==> src/rtl/sram_bist_master_pkg.sv <==
// Shared definitions for the SRAM BIST master.
//   - FSM state encodings (plain localparams)
//   - pattern_data(): expected data for a given address and pass
package sram_bist_master_pkg;

  localparam logic [2:0] ST_IDLE    = 3'd0;
  localparam logic [2:0] ST_WR_REQ  = 3'd1;
  localparam logic [2:0] ST_WR_WAIT = 3'd2;
  localparam logic [2:0] ST_RD_REQ  = 3'd3;
  localparam logic [2:0] ST_RD_WAIT = 3'd4;
  localparam logic [2:0] ST_DONE    = 3'd5;
  localparam logic [2:0] ST_FAIL    = 3'd6;

  // Pass 0 writes addr ^ seed, pass 1 writes the inverse. Computed at 32 bits;
  // callers truncate to their data width.
  function automatic logic [31:0] pattern_data(input logic [31:0] addr,
                                               input logic        pass_sel,
                                               input logic [31:0] seed);
    logic [31:0] base;
    base = addr ^ seed;
    return pass_sel ? ~base : base;
  endfunction

endpackage

==> src/rtl/sram_bist_master_if.sv <==
// Host-port bundle between the BIST master and the SRAM controller.
//   req   master->slave  transaction request
//   we    master->slave  1 = write, 0 = read
//   addr  master->slave  transaction address
//   wdata master->slave  write data
//   ack   slave->master  1-cycle completion
//   rdata slave->master  read data, valid with ack on reads
interface sram_bist_master_if #(
  parameter int ADDR_BITS = 20,
  parameter int DATA_BITS = 8
);
  logic                 req;
  logic                 we;
  logic [ADDR_BITS-1:0] addr;
  logic [DATA_BITS-1:0] wdata;
  logic                 ack;
  logic [DATA_BITS-1:0] rdata;

  modport master (output req, we, addr, wdata, input ack, rdata);
  modport slave  (input req, we, addr, wdata, output ack, rdata);
endinterface

==> src/rtl/sram_bist_master_watchdog.sv <==
// Ack watchdog: loadable down-counter with terminal-count expiry flag.
//   clk_sys  clock
//   rst_b    async active-low reset
//   load     reload the counter (one cycle before the request rises)
//   run      request outstanding; counter decrements while set
//   expired  counter has reached zero
module bist_watchdog #(
  parameter int TIMEOUT_BITS = 8
) (
  input  logic clk_sys,
  input  logic rst_b,
  input  logic load,
  input  logic run,
  output logic expired
);
  // Loaded with 2**TIMEOUT_BITS-2 so that zero is reached in the
  // (2**TIMEOUT_BITS-1)th cycle of an unanswered request.
  localparam logic [TIMEOUT_BITS-1:0] LOAD_VAL = ~TIMEOUT_BITS'(1);

  logic [TIMEOUT_BITS-1:0] count;

  always_ff @(posedge clk_sys or negedge rst_b) begin
    if (!rst_b) begin
      count <= '0;
    end else if (load) begin
      count <= LOAD_VAL;
    end else if (run && (count != '0)) begin
      count <= count - 1'b1;
    end
  end

  assign expired = (count == '0);
endmodule

==> src/rtl/sram_bist_master.sv <==
// SRAM BIST master: writes a seeded pattern over the whole address space, reads
// it back and compares, then repeats with the inverted pattern.
//   i_clk, i_rst_n   clock, async active-low reset
//   i_start          1-cycle start pulse (honoured in IDLE/DONE/FAIL only)
//   bus              host port towards the SRAM controller (master side)
//   o_busy/o_done/o_fail/o_timeout   status
//   o_fail_addr/o_fail_data          first failure record
//   o_led            status LED (off / slow blink / on / fast blink)
//
// state   | meaning
// IDLE    | after reset, waiting for i_start
// WR_REQ  | idle gap, launch write for addr
// WR_WAIT | write outstanding, waiting for ack
// RD_REQ  | idle gap, launch read for addr
// RD_WAIT | read outstanding, compare on ack
// DONE    | both passes clean
// FAIL    | miscompare or watchdog expiry
module sram_bist_master
  import sram_bist_master_pkg::*;
#(
  parameter int                   ADDR_BITS    = 20,
  parameter int                   DATA_BITS    = 8,
  parameter logic [DATA_BITS-1:0] SEED         = 8'hA5,
  parameter int                   TIMEOUT_BITS = 8,
  parameter int                   CBITS        = 26
) (
  input  logic                    i_clk,
  input  logic                    i_rst_n,
  input  logic                    i_start,
  sram_bist_master_if.master      bus,
  output logic                    o_busy,
  output logic                    o_done,
  output logic                    o_fail,
  output logic                    o_timeout,
  output logic [ADDR_BITS-1:0]    o_fail_addr,
  output logic [DATA_BITS-1:0]    o_fail_data,
  output logic                    o_led
);
  logic [2:0]           state;
  logic [ADDR_BITS-1:0] addr;
  logic                 pass_sel;
  logic [CBITS-1:0]     heartbeat;
  logic                 req;
  logic                 we;
  logic [DATA_BITS-1:0] wdata;
  logic [DATA_BITS-1:0] exp_data;
  logic                 addr_last;
  logic                 acked;
  logic                 wd_load;
  logic                 wd_expired;

  assign exp_data  = DATA_BITS'(pattern_data(32'(addr), pass_sel, 32'(SEED)));
  assign addr_last = (addr == '1);
  // i_ack outside a request is ignored.
  assign acked     = req && bus.ack;
  assign wd_load   = (state == ST_WR_REQ) || (state == ST_RD_REQ);

  bist_watchdog #(.TIMEOUT_BITS(TIMEOUT_BITS)) u_watchdog (
    .clk_sys (i_clk),
    .rst_b   (i_rst_n),
    .load    (wd_load),
    .run     (req),
    .expired (wd_expired)
  );

  always_ff @(posedge i_clk or negedge i_rst_n) begin
    if (!i_rst_n) begin
      state       <= ST_IDLE;
      addr        <= '0;
      pass_sel    <= 1'b0;
      heartbeat   <= '0;
      req         <= 1'b0;
      we          <= 1'b0;
      wdata       <= '0;
      o_done      <= 1'b0;
      o_fail      <= 1'b0;
      o_timeout   <= 1'b0;
      o_fail_addr <= '0;
      o_fail_data <= '0;
    end else begin
      heartbeat <= heartbeat + 1'b1;
      case (state)
        ST_IDLE, ST_DONE, ST_FAIL: begin
          if (i_start) begin
            state       <= ST_WR_REQ;
            addr        <= '0;
            pass_sel    <= 1'b0;
            o_done      <= 1'b0;
            o_fail      <= 1'b0;
            o_timeout   <= 1'b0;
            o_fail_addr <= '0;
            o_fail_data <= '0;
          end
        end
        ST_WR_REQ: begin
          req   <= 1'b1;
          we    <= 1'b1;
          wdata <= exp_data;
          state <= ST_WR_WAIT;
        end
        ST_WR_WAIT: begin
          if (acked) begin
            req <= 1'b0;
            if (addr_last) begin
              addr  <= '0;
              state <= ST_RD_REQ;
            end else begin
              addr  <= addr + 1'b1;
              state <= ST_WR_REQ;
            end
          end else if (wd_expired) begin
            req         <= 1'b0;
            state       <= ST_FAIL;
            o_fail      <= 1'b1;
            o_timeout   <= 1'b1;
            o_fail_addr <= addr;
            o_fail_data <= '0;
          end
        end
        ST_RD_REQ: begin
          req   <= 1'b1;
          we    <= 1'b0;
          state <= ST_RD_WAIT;
        end
        ST_RD_WAIT: begin
          if (acked) begin
            req <= 1'b0;
            if (bus.rdata != exp_data) begin
              state       <= ST_FAIL;
              o_fail      <= 1'b1;
              o_fail_addr <= addr;
              o_fail_data <= bus.rdata;
            end else if (!addr_last) begin
              addr  <= addr + 1'b1;
              state <= ST_RD_REQ;
            end else if (pass_sel) begin
              state  <= ST_DONE;
              o_done <= 1'b1;
            end else begin
              pass_sel <= 1'b1;
              addr     <= '0;
              state    <= ST_WR_REQ;
            end
          end else if (wd_expired) begin
            req         <= 1'b0;
            state       <= ST_FAIL;
            o_fail      <= 1'b1;
            o_timeout   <= 1'b1;
            o_fail_addr <= addr;
            o_fail_data <= '0;
          end
        end
        default: state <= ST_IDLE;
      endcase
    end
  end

  assign bus.req   = req;
  assign bus.we    = we;
  assign bus.addr  = addr;
  assign bus.wdata = wdata;

  assign o_busy = (state != ST_IDLE) && (state != ST_DONE) && (state != ST_FAIL);

  always_comb begin
    o_led = 1'b0;
    case (state)
      ST_IDLE: o_led = 1'b0;
      ST_DONE: o_led = 1'b1;
      ST_FAIL: o_led = heartbeat[CBITS-3];
      default: o_led = heartbeat[CBITS-1];
    endcase
  end
endmodule

==> src/flat_wrapper.sv <==
// flat-port wrapper written by rule: the top's interface ports become plain ports
module sram_bist_master_flat import sram_bist_master_pkg::*;
#(
  parameter int                   ADDR_BITS    = 20,
  parameter int                   DATA_BITS    = 8,
  parameter logic [DATA_BITS-1:0] SEED         = 8'hA5,
  parameter int                   TIMEOUT_BITS = 8,
  parameter int                   CBITS        = 26
)
  (i_clk, i_rst_n, i_start, o_busy, o_done, o_fail, o_timeout, o_fail_addr, o_fail_data, o_led, bus_req, bus_we, bus_addr, bus_wdata, bus_ack, bus_rdata);
  sram_bist_master_if #(.ADDR_BITS(ADDR_BITS), .DATA_BITS(DATA_BITS)) bus_i ();
  input  logic i_clk;
  input  logic i_rst_n;
  input  logic i_start;
  output logic o_busy;
  output logic o_done;
  output logic o_fail;
  output logic o_timeout;
  output logic [ADDR_BITS-1:0] o_fail_addr;
  output logic [DATA_BITS-1:0] o_fail_data;
  output logic o_led;
  output wire logic [$bits(bus_i.req)-1:0] bus_req;
  output wire logic [$bits(bus_i.we)-1:0] bus_we;
  output wire logic [$bits(bus_i.addr)-1:0] bus_addr;
  output wire logic [$bits(bus_i.wdata)-1:0] bus_wdata;
  input wire logic [$bits(bus_i.ack)-1:0] bus_ack;
  input wire logic [$bits(bus_i.rdata)-1:0] bus_rdata;
  assign bus_req = bus_i.req;
  assign bus_we = bus_i.we;
  assign bus_addr = bus_i.addr;
  assign bus_wdata = bus_i.wdata;
  assign bus_i.ack = bus_ack;
  assign bus_i.rdata = bus_rdata;
  sram_bist_master #(.ADDR_BITS(ADDR_BITS), .DATA_BITS(DATA_BITS), .SEED(SEED), .TIMEOUT_BITS(TIMEOUT_BITS), .CBITS(CBITS)) u_core (.i_clk(i_clk), .i_rst_n(i_rst_n), .i_start(i_start), .bus(bus_i), .o_busy(o_busy), .o_done(o_done), .o_fail(o_fail), .o_timeout(o_timeout), .o_fail_addr(o_fail_addr), .o_fail_data(o_fail_data), .o_led(o_led));
endmodule
==> config.mk <==
export PLATFORM = sky130hd
export DESIGN_NAME = sram_bist_master_flat
export DESIGN_NICKNAME = d
export VERILOG_FILES = /design/src/rtl/sram_bist_master_pkg.sv /design/src/rtl/sram_bist_master_if.sv /design/src/rtl/sram_bist_master_watchdog.sv /design/src/rtl/sram_bist_master.sv /design/src/flat_wrapper.sv
export SDC_FILE = /design/constraint.sdc
export NUM_CORES = 1
export LEC_CHECK = 0
export ABC_AREA = 1
export BUFFER_PORTS_ARGS = -buffer_cell sky130_fd_sc_hd__buf_4
export CAP_MARGIN = 5
export CORE_MARGIN = 2
export CORE_UTILIZATION = 45
export DETAILED_ROUTE_END_ITERATION = 6
export GPL_TIMING_DRIVEN = 0
export PLACE_DENSITY_LB_ADDON = 0.15
export RECOVER_POWER = 25
export SLEW_MARGIN = 30
export SYNTH_ARGS = -nofsm -noshare
export SYNTH_HDL_FRONTEND = slang
export SYNTH_SLANG_ARGS = --single-unit
==> constraint.sdc <==
create_clock -name i_clk -period 2.4 [get_ports i_clk]
set_input_delay 0.36 -clock i_clk [delete_from_list [all_inputs] [get_ports i_clk]]
set_output_delay 0.36 -clock i_clk [all_outputs]
set_load 0.02 [all_outputs]
==> results of run 1 <==
[repair_timing]
action	CTS	global route
hold endpoints to repair	0	0
endpoints found under the setup margin	0	21
resized for setup	0	3
[area by class of cell]
class | instances | share of cell area (%)
Clock buffer | 10 | 3.19
Clock inverter | 6 | 0.869
Timing Repair Buffer | 74 | 7.42
Inverter | 94 | 4.71
Buffer | 39 | 2.66
Tap cell | 180 | 3.01
Multi-Input combinational cell | 727 | 45.0
Sequential cell | 99 | 33.1
[flip-flops by register name, summed over array words and instances (netlist names), 3 cells and up]
| register | flops |
|---|---|
| u_core.o_fail_data | 8 |
| u_core.o_fail_addr | 20 |
| u_core.heartbeat | 26 |
| u_core.bus.addr | 20 |
| u_core.state | 3 |
| u_core.u_watchdog.count | 8 |
| u_core.bus.wdata | 8 |
[per-layer routing]
metal	GRT usage [%]	vias up	part of all wire [%]
li1	-	3244	-
met1	35.7	2958	45
met2	39.7	210	46
met3	4.11	20	6.4
met4	7.74	0	1.8
met5	0	-	0
[final timing paths]
kind	endpoint	startpoint	cells after the start
max	u_core.bus.addr[8]$_DFFE_PN0P_	u_core.bus.addr[0]$_DFFE_PN0P_	11
min	u_core.u_watchdog.count[3]$_DFFE_PN0P_	i_rst_n	1
max reg2reg	u_core.bus.addr[8]$_DFFE_PN0P_	u_core.bus.addr[0]$_DFFE_PN0P_	11
min reg2reg	u_core.heartbeat[0]$_DFF_PN0_	u_core.heartbeat[0]$_DFF_PN0_	1
max in group asynchronous	u_core.bus.addr[0]$_DFFE_PN0P_	i_rst_n	1
min in group i_clk	u_core.state[0]$_DFFE_PN0P_	i_start	5
[power by group]
part           total [W]  switching [W]  internal, W
Combinational    0.00291        0.00200     0.000917
Clock            0.00149       0.000724     0.000765
Sequential       0.00217       0.000243      0.00193
[cell families (layout without fill, tap and decap cells)]
family                     Yosys count  count (layout)
adders and majority gates            3               3
xor gates and xnor gates            29              29
AOI/OAI and AO/OA                   63              63
buffers and inverters              133             223
and+or+nand+nor                    632             632
DFF                                 99              99
[per-stage QoR]
| stage | total power (W) | setup WS (ns) |
|---|---|---|
| 4_1_cts | 0.00659 | 0.0239 |
| 6_report | 0.00657 | 0.180 |
| 5_1_grt | 0.00699 | 0.0201 |
| 3_3_place_gp | 0.00505 | 0.0591 |
| 2_1_floorplan | 0.00407 | 0.416 |
| 3_5_place_dp | 0.00509 | 0.0347 |
[worst max-delay path, delay by kind of cell, from the launching register on]
family | cells | cell delay, ns
fa+ha+maj | 1 | 0.30
buf+inv | 3 | 0.40
simple gates | 7 | 0.92
flops | 1 | 0.49
[cells in the final DEF, fill, tap and decap left out, types with 2 or more instances in the layout]
cell       count
nand2_1      382
nand3_1      107
dfrtp_1       97
inv_1         84
buf_4         77
nor2_1        67
nand4_1       36
o21ai_0       33
xor2_1        25
clkbuf_1      16
a21oi_1       16
buf_2         12
o211ai_1      10
nor3_1         9
inv_2          9
clkbuf_16      9
nor2_2         8
nand2_2        5
nand3b_1       4
buf_1          4
xnor2_1        4
nor4_1         4
and2_1         3
buf_6          3
nand3_2        3
nor2_4         2
ha_1           2
inv_8          2
inv_6          2
dfrtp_2        2
==> run summary, run 1 <==
Post-synthesis mux area share = 0%
Run status = complete, but fails checks
Post-Synthesis Net Count = 974
Initial antenna violation count = 0
Area delta synth->final = 17.0%
Simple-gate area share of the yosys netlist = 42.5%
Fmax = 0.451 GHz
Slew Viols, Final = 0
Yosys warns = 0
Post-CTS setup buffers = 0
Post-synth EDFFs = 0
Minimum clock period = 2.22 ns
Routed WL = 18,300 um
Compound-cell area share of the yosys netlist = 5.58%
Detail Route Antenna Nets = 0
Synth top area share = 38.7%
Drt wl/cell = 14.9 um
Crit path cell chain = ha_2 -> inv_1 -> nor2_2 -> nand2_1 -> inv_2 -> nand4_2 -> nor2_2 -> nor2_1 -> buf_2 -> nand3_1 -> nand2_1
Clock Skew = 0.0125 ns
Nets = 1,059
Die span in y = 123 um
Top cells by count, synth = 382 x nand2_1, 107 x nand3_1, 99 x dfrtp_1
Detailed-route via count = 6,432
Power Density = 878 nW/um2
Top-count cell post-synth = nand2_1
Largest stage delay, worst path = 0.49 ns
Final period util = 92.5%
Initial Util = 46.1%
Hold crit path type = in -> async
Seq. cell area = 2480 um2
Dominant synthesized flop cell = dfrtp_1
Crit path max-delay cell type = dfrtp_2
Arrival time at the worst endpoint = 2.48 ns
Crit path required time = 2.66 ns
Share of cells above drive strength 1 = 13.5%
First-pass DRT Iterations = 7
Die ar. = 15,200 um2
Slew headroom = 9.47%
CP Capture Type = flop
CTS tree = built
Clock buffer depth = 2
Setup TNS = 0 ns
# H-tree levels = 3
Cts hold-fix bufs = 0
Violated checks = DRC
R2r setup slk = 0.18 ns
RSZ-0062 raised after global routing = no
Cell row count = 43
Worst vdd ir = 524 uV
LEAKAGE = 3.76 nW
FFs w/ async S/R, synth = 100%
Leading post-synthesis cells by cell area = dfrtp_1 39%, nand2_1 22%, nand3_1 8.4%
GRT Overall Usage = 25.2%
Area of the multi-input gates = 3370 um2
Gr ovfl total = 0
Register area share after synthesis = 38.7%
Finished Layout Cells = 1,229
Filler cell count = 1,434
Buffers added on ports = 74
Syn Area/Cell = 6.67 um2
Synth Register Bits = 99
Vias in the first global route = 5,994
# setup viols final = 0
Critical-path maximum fanout = 10
IO Pins = 75
Leading area contributor after synthesis = dfrtp_1
Hold Fails Final Rpt = 0
First-pass GRT wire length = 29,800 um
DRC violations left = 1
Fin area = 7480 um2
Post-synthesis cell type count = 33
Routability Congestion = 0.912
Hold WS = 0.343 ns
Clock sink count = 99
# diodes = 0
Largest net degree at the start of global routing = 100
Post-Syn Area = 6390 um2
Post-Synth XOR/XNOR Area = 3.97%
Clock Pin Slew Worst Setup and Hold Paths = 0.07 ns
Least-Margin Pin Slew = 1.36 ns
Synth Area in Adders = 0.587%
DP Cell Count = 1,213
Post-route core utilization = 53.9%
Gate Count Post-Synth = 959
Dpl hpwl = 13,400 um
Num CTS Buffers = 9
Clk root buf = clkbuf_16
Vias/cell = 5.23
Insertion delay to the later sink of the worst-skew pair = 0.37 ns
Crit Path Class = reg -> reg
Max-cap viol count = 0
Worst Setup Start Kind = flop
First-iteration detailed-routing DRC count = 634
Largest family of logic cells by synthesized area = simple AND/OR/NAND/NOR gates
Core Box Area = 13,900 um2
Dpl cell area = 7180 um2
Die width = 123 um
(Power assumes the default switching activity.)
==> inputs of run 2 (changes only) <==
- CAP_MARGIN: 5 -> 40
- MAX_ROUTING_LAYER: unset -> met4
==> run 2 against run 1 <==
The flow finishes with violations (capacitance limit, slew limit). Largest power group unchanged. Final area increased by 0.25%. Combinational power hardly changed. Critical endpoint is now u_core.bus.addr[12]$_DFFE_PN0P_. Critical path type unchanged. Via count rose by 0.33%.
==> run summary, run 2 (same netlist as run 1, synthesis figures left out) <==
Run status = complete, but fails checks (unchanged)
Violated checks = capacitance limit, slew limit (was DRC)
Hold depth = 4
Crit Path Class = reg -> reg (unchanged)
Minimum clock period = 2.19 ns (was 2.22 ns)
Least-Margin Pin Slew = 1.50 ns (was 1.36 ns)
CTS tree = built (unchanged)
Share of cells above drive strength 1 = 13.4% (was 13.5%)
CP Capture Type = flop (unchanged)
Dpl hpwl = 13,500 um (was 13,400 um)
Routability Congestion = 0.923 (was 0.912)
GRT Overall Usage = 26.1% (was 25.2%)
Clock sink count = 99 (unchanged)
Clk root buf = clkbuf_16 (unchanged)
Buffers added on ports = 74 (unchanged)
Cell row count = 43 (unchanged)
Insertion delay to the later sink of the worst-skew pair = 0.37 ns (about the same)
Largest net degree at the start of global routing = 70 (was 100)
Gr ovfl total = 0 (unchanged)
Detailed-route via count = 6,453 (was 6,432)
Initial Util = 46.1% (unchanged)
Final period util = 91.2% (was 92.5%)
DP Cell Count = 1,214 (was 1,213)
Arrival time at the worst endpoint = 2.45 ns (was 2.48 ns)
Worst vdd ir = 367 uV (was 524 uV)
Power Density = 872 nW/um2 (was 878 nW/um2)
Largest regs = u_core.heartbeat (26), u_core.bus.addr (20), u_core.o_fail_addr (20) (unchanged)
Filler cell count = 1,395 (was 1,434)
Slew Viols, Final = 26 (was 0)
Most flops, register = u_core.heartbeat (unchanged)
Commonest cells after routing, fill and taps aside = 382 x nand2_1, 107 x nand3_1, 97 x dfrtp_1, 84 x inv_1, 77 x buf_4 (unchanged)
R2r setup slk = 0.21 ns (was 0.18 ns)
WHS Endpoint = u_core.o_timeout$_DFFE_PN0P_
Clock buffer depth = 2 (unchanged)
Vias/cell = 5.25 (was 5.23)
Nets = 1,061 (was 1,059)
First-iteration detailed-routing DRC count = 561 (was 634)
Drt wl/cell = 15.0 um (was 14.9 um)
# diodes = 0 (unchanged)
Fmax = 0.457 GHz (was 0.451 GHz)
Initial antenna violation count = 0 (unchanged)
RR Endpoint = u_core.bus.addr[12]$_DFFE_PN0P_ (was u_core.bus.addr[8]$_DFFE_PN0P_)
Die width = 123 um (unchanged)
IO Pins = 75 (unchanged)
Finished Layout Cells = 1,230 (was 1,229)
Die ar. = 15,200 um2 (unchanged)
Setup TNS = 0 ns (unchanged)
Die span in y = 123 um (unchanged)
Critical-path maximum fanout = 10 (unchanged)
Worst Setup Start Kind = flop (unchanged)
First-pass DRT Iterations = 5 (was 7)
Clock Pin Slew Worst Setup and Hold Paths = 0.08 ns (was 0.07 ns)
Hold crit path type = in -> reg (was in -> async)
Hold Fails Final Rpt = 0 (unchanged)
Crit path required time = 2.66 ns (about the same)
Routed WL = 18,400 um (was 18,300 um)
Num CTS Buffers = 9 (unchanged)
# H-tree levels = 3 (unchanged)
Vias in the first global route = 5,997 (was 5,994)
RSZ-0062 raised after global routing = no (unchanged)
Detail Route Antenna Nets = 0 (unchanged)
First-pass GRT wire length = 30,000 um (was 29,800 um)
Total chip power = 0.00654 W (was 0.00657 W)
Leading cell type in the layout, fill and taps excluded = nand2_1 (unchanged)
Post-route core utilization = 54.1% (was 53.9%)
Area delta synth->final = 17.3% (was 17.0%)
Clock Skew = 0.0124 ns (was 0.0125 ns)
R2R cell count = 11 (unchanged)
Slew headroom = -0.0337% (was 9.47%)
Core Box Area = 13,900 um2 (unchanged)
DRC violations left = 0 (was 1)
Hold WS = 0.354 ns (was 0.343 ns)
Hold Crit Start = i_start
LEAKAGE = 3.76 nW (about the same)
Max reg flops = 26 (unchanged)
Max-cap viol count = 1 (was 0)
# setup viols final = 0 (unchanged)
Reg2Reg Launch Point = u_core.bus.addr[0]$_DFFE_PN0P_ (unchanged)
[run 2: where the power goes]
part	internal (W)	total [W]	leakage, nW	switching, W
logic	0.000921	0.00294	2.32	0.00201
registers	0.00193	0.00217	1.31	0.000240
clock network	0.000722	0.00144	0.136	0.000719
total	0.00357	0.00654	3.76	0.00297
[run 2: how the worst max path moves through the flow]
stage / end / cells past startpoint / from / slack [ns]
CTS: u_core.bus.addr[12]$_DFFE_PN0P_ / 11 / u_core.bus.addr[0]$_DFFE_PN0P_ / 0.05
detailed placement: u_core.bus.addr[12]$_DFFE_PN0P_ / 11 / u_core.bus.addr[0]$_DFFE_PN0P_ / 0.05
global route: u_core.bus.addr[8]$_DFFE_PN0P_ / 11 / u_core.bus.addr[0]$_DFFE_PN0P_ / 0.03
finish: u_core.bus.addr[12]$_DFFE_PN0P_ / 11 / u_core.bus.addr[0]$_DFFE_PN0P_ / 0.21
global placement: u_core.bus.addr[8]$_DFFE_PN0P_ / 11 / u_core.bus.addr[0]$_DFFE_PN0P_ / 0.07
floorplan: u_core.bus.addr[4]$_DFFE_PN0P_ / 11 / u_core.bus.addr[0]$_DFFE_PN0P_ / 0.42
[run 2: worst max-delay path, cell delays in order (launching register included)]
cell,delay (ns)
dfrtp_2,0.48
ha_2,0.29
inv_1,0.08
nor2_2,0.21
nand2_1,0.13
inv_2,0.12
nand4_2,0.16
nor2_2,0.15
nor2_1,0.09
buf_2,0.20
nand3_1,0.12
nand2_1,0.05
[run 2: final cells by class]
| type | instances | area [um2] | area share [%] |
|---|---|---|---|
| Sequential cell | 99 | 2480 | 33.0 |
| Buffer | 39 | 199 | 2.65 |
| Timing Repair Buffer | 76 | 594 | 7.92 |
| Clock inverter | 6 | 58.8 | 0.784 |
| Multi-Input combinational cell | 727 | 3370 | 44.9 |
| Tap cell | 180 | 225 | 3.00 |
| Clock buffer | 9 | 225 | 3.00 |
| Inverter | 94 | 353 | 4.70 |
[run 2: through the flow]
stage                     area (um2)  setup slack, ns
after detailed placement        7210           0.0501
final                           7500            0.212
after global placement          7180           0.0704
after CTS                       7500           0.0472
after floorplan                 6390            0.416
after global routing            7500           0.0291
[run 2: routing by layer]
metal	GRT usage, %	routed length, um
met1	36.1	8500
met2	39.4	8320
met3	4.38	1200
met4	7.74	376
met5	-	0
[run 2: what timing repair did]
item	CTS	global route
endpoints found under the hold margin	30	0
buffers inserted	0	0
setup endpoints to repair	0	21
resized for setup	0	3
hold buffers	1	0
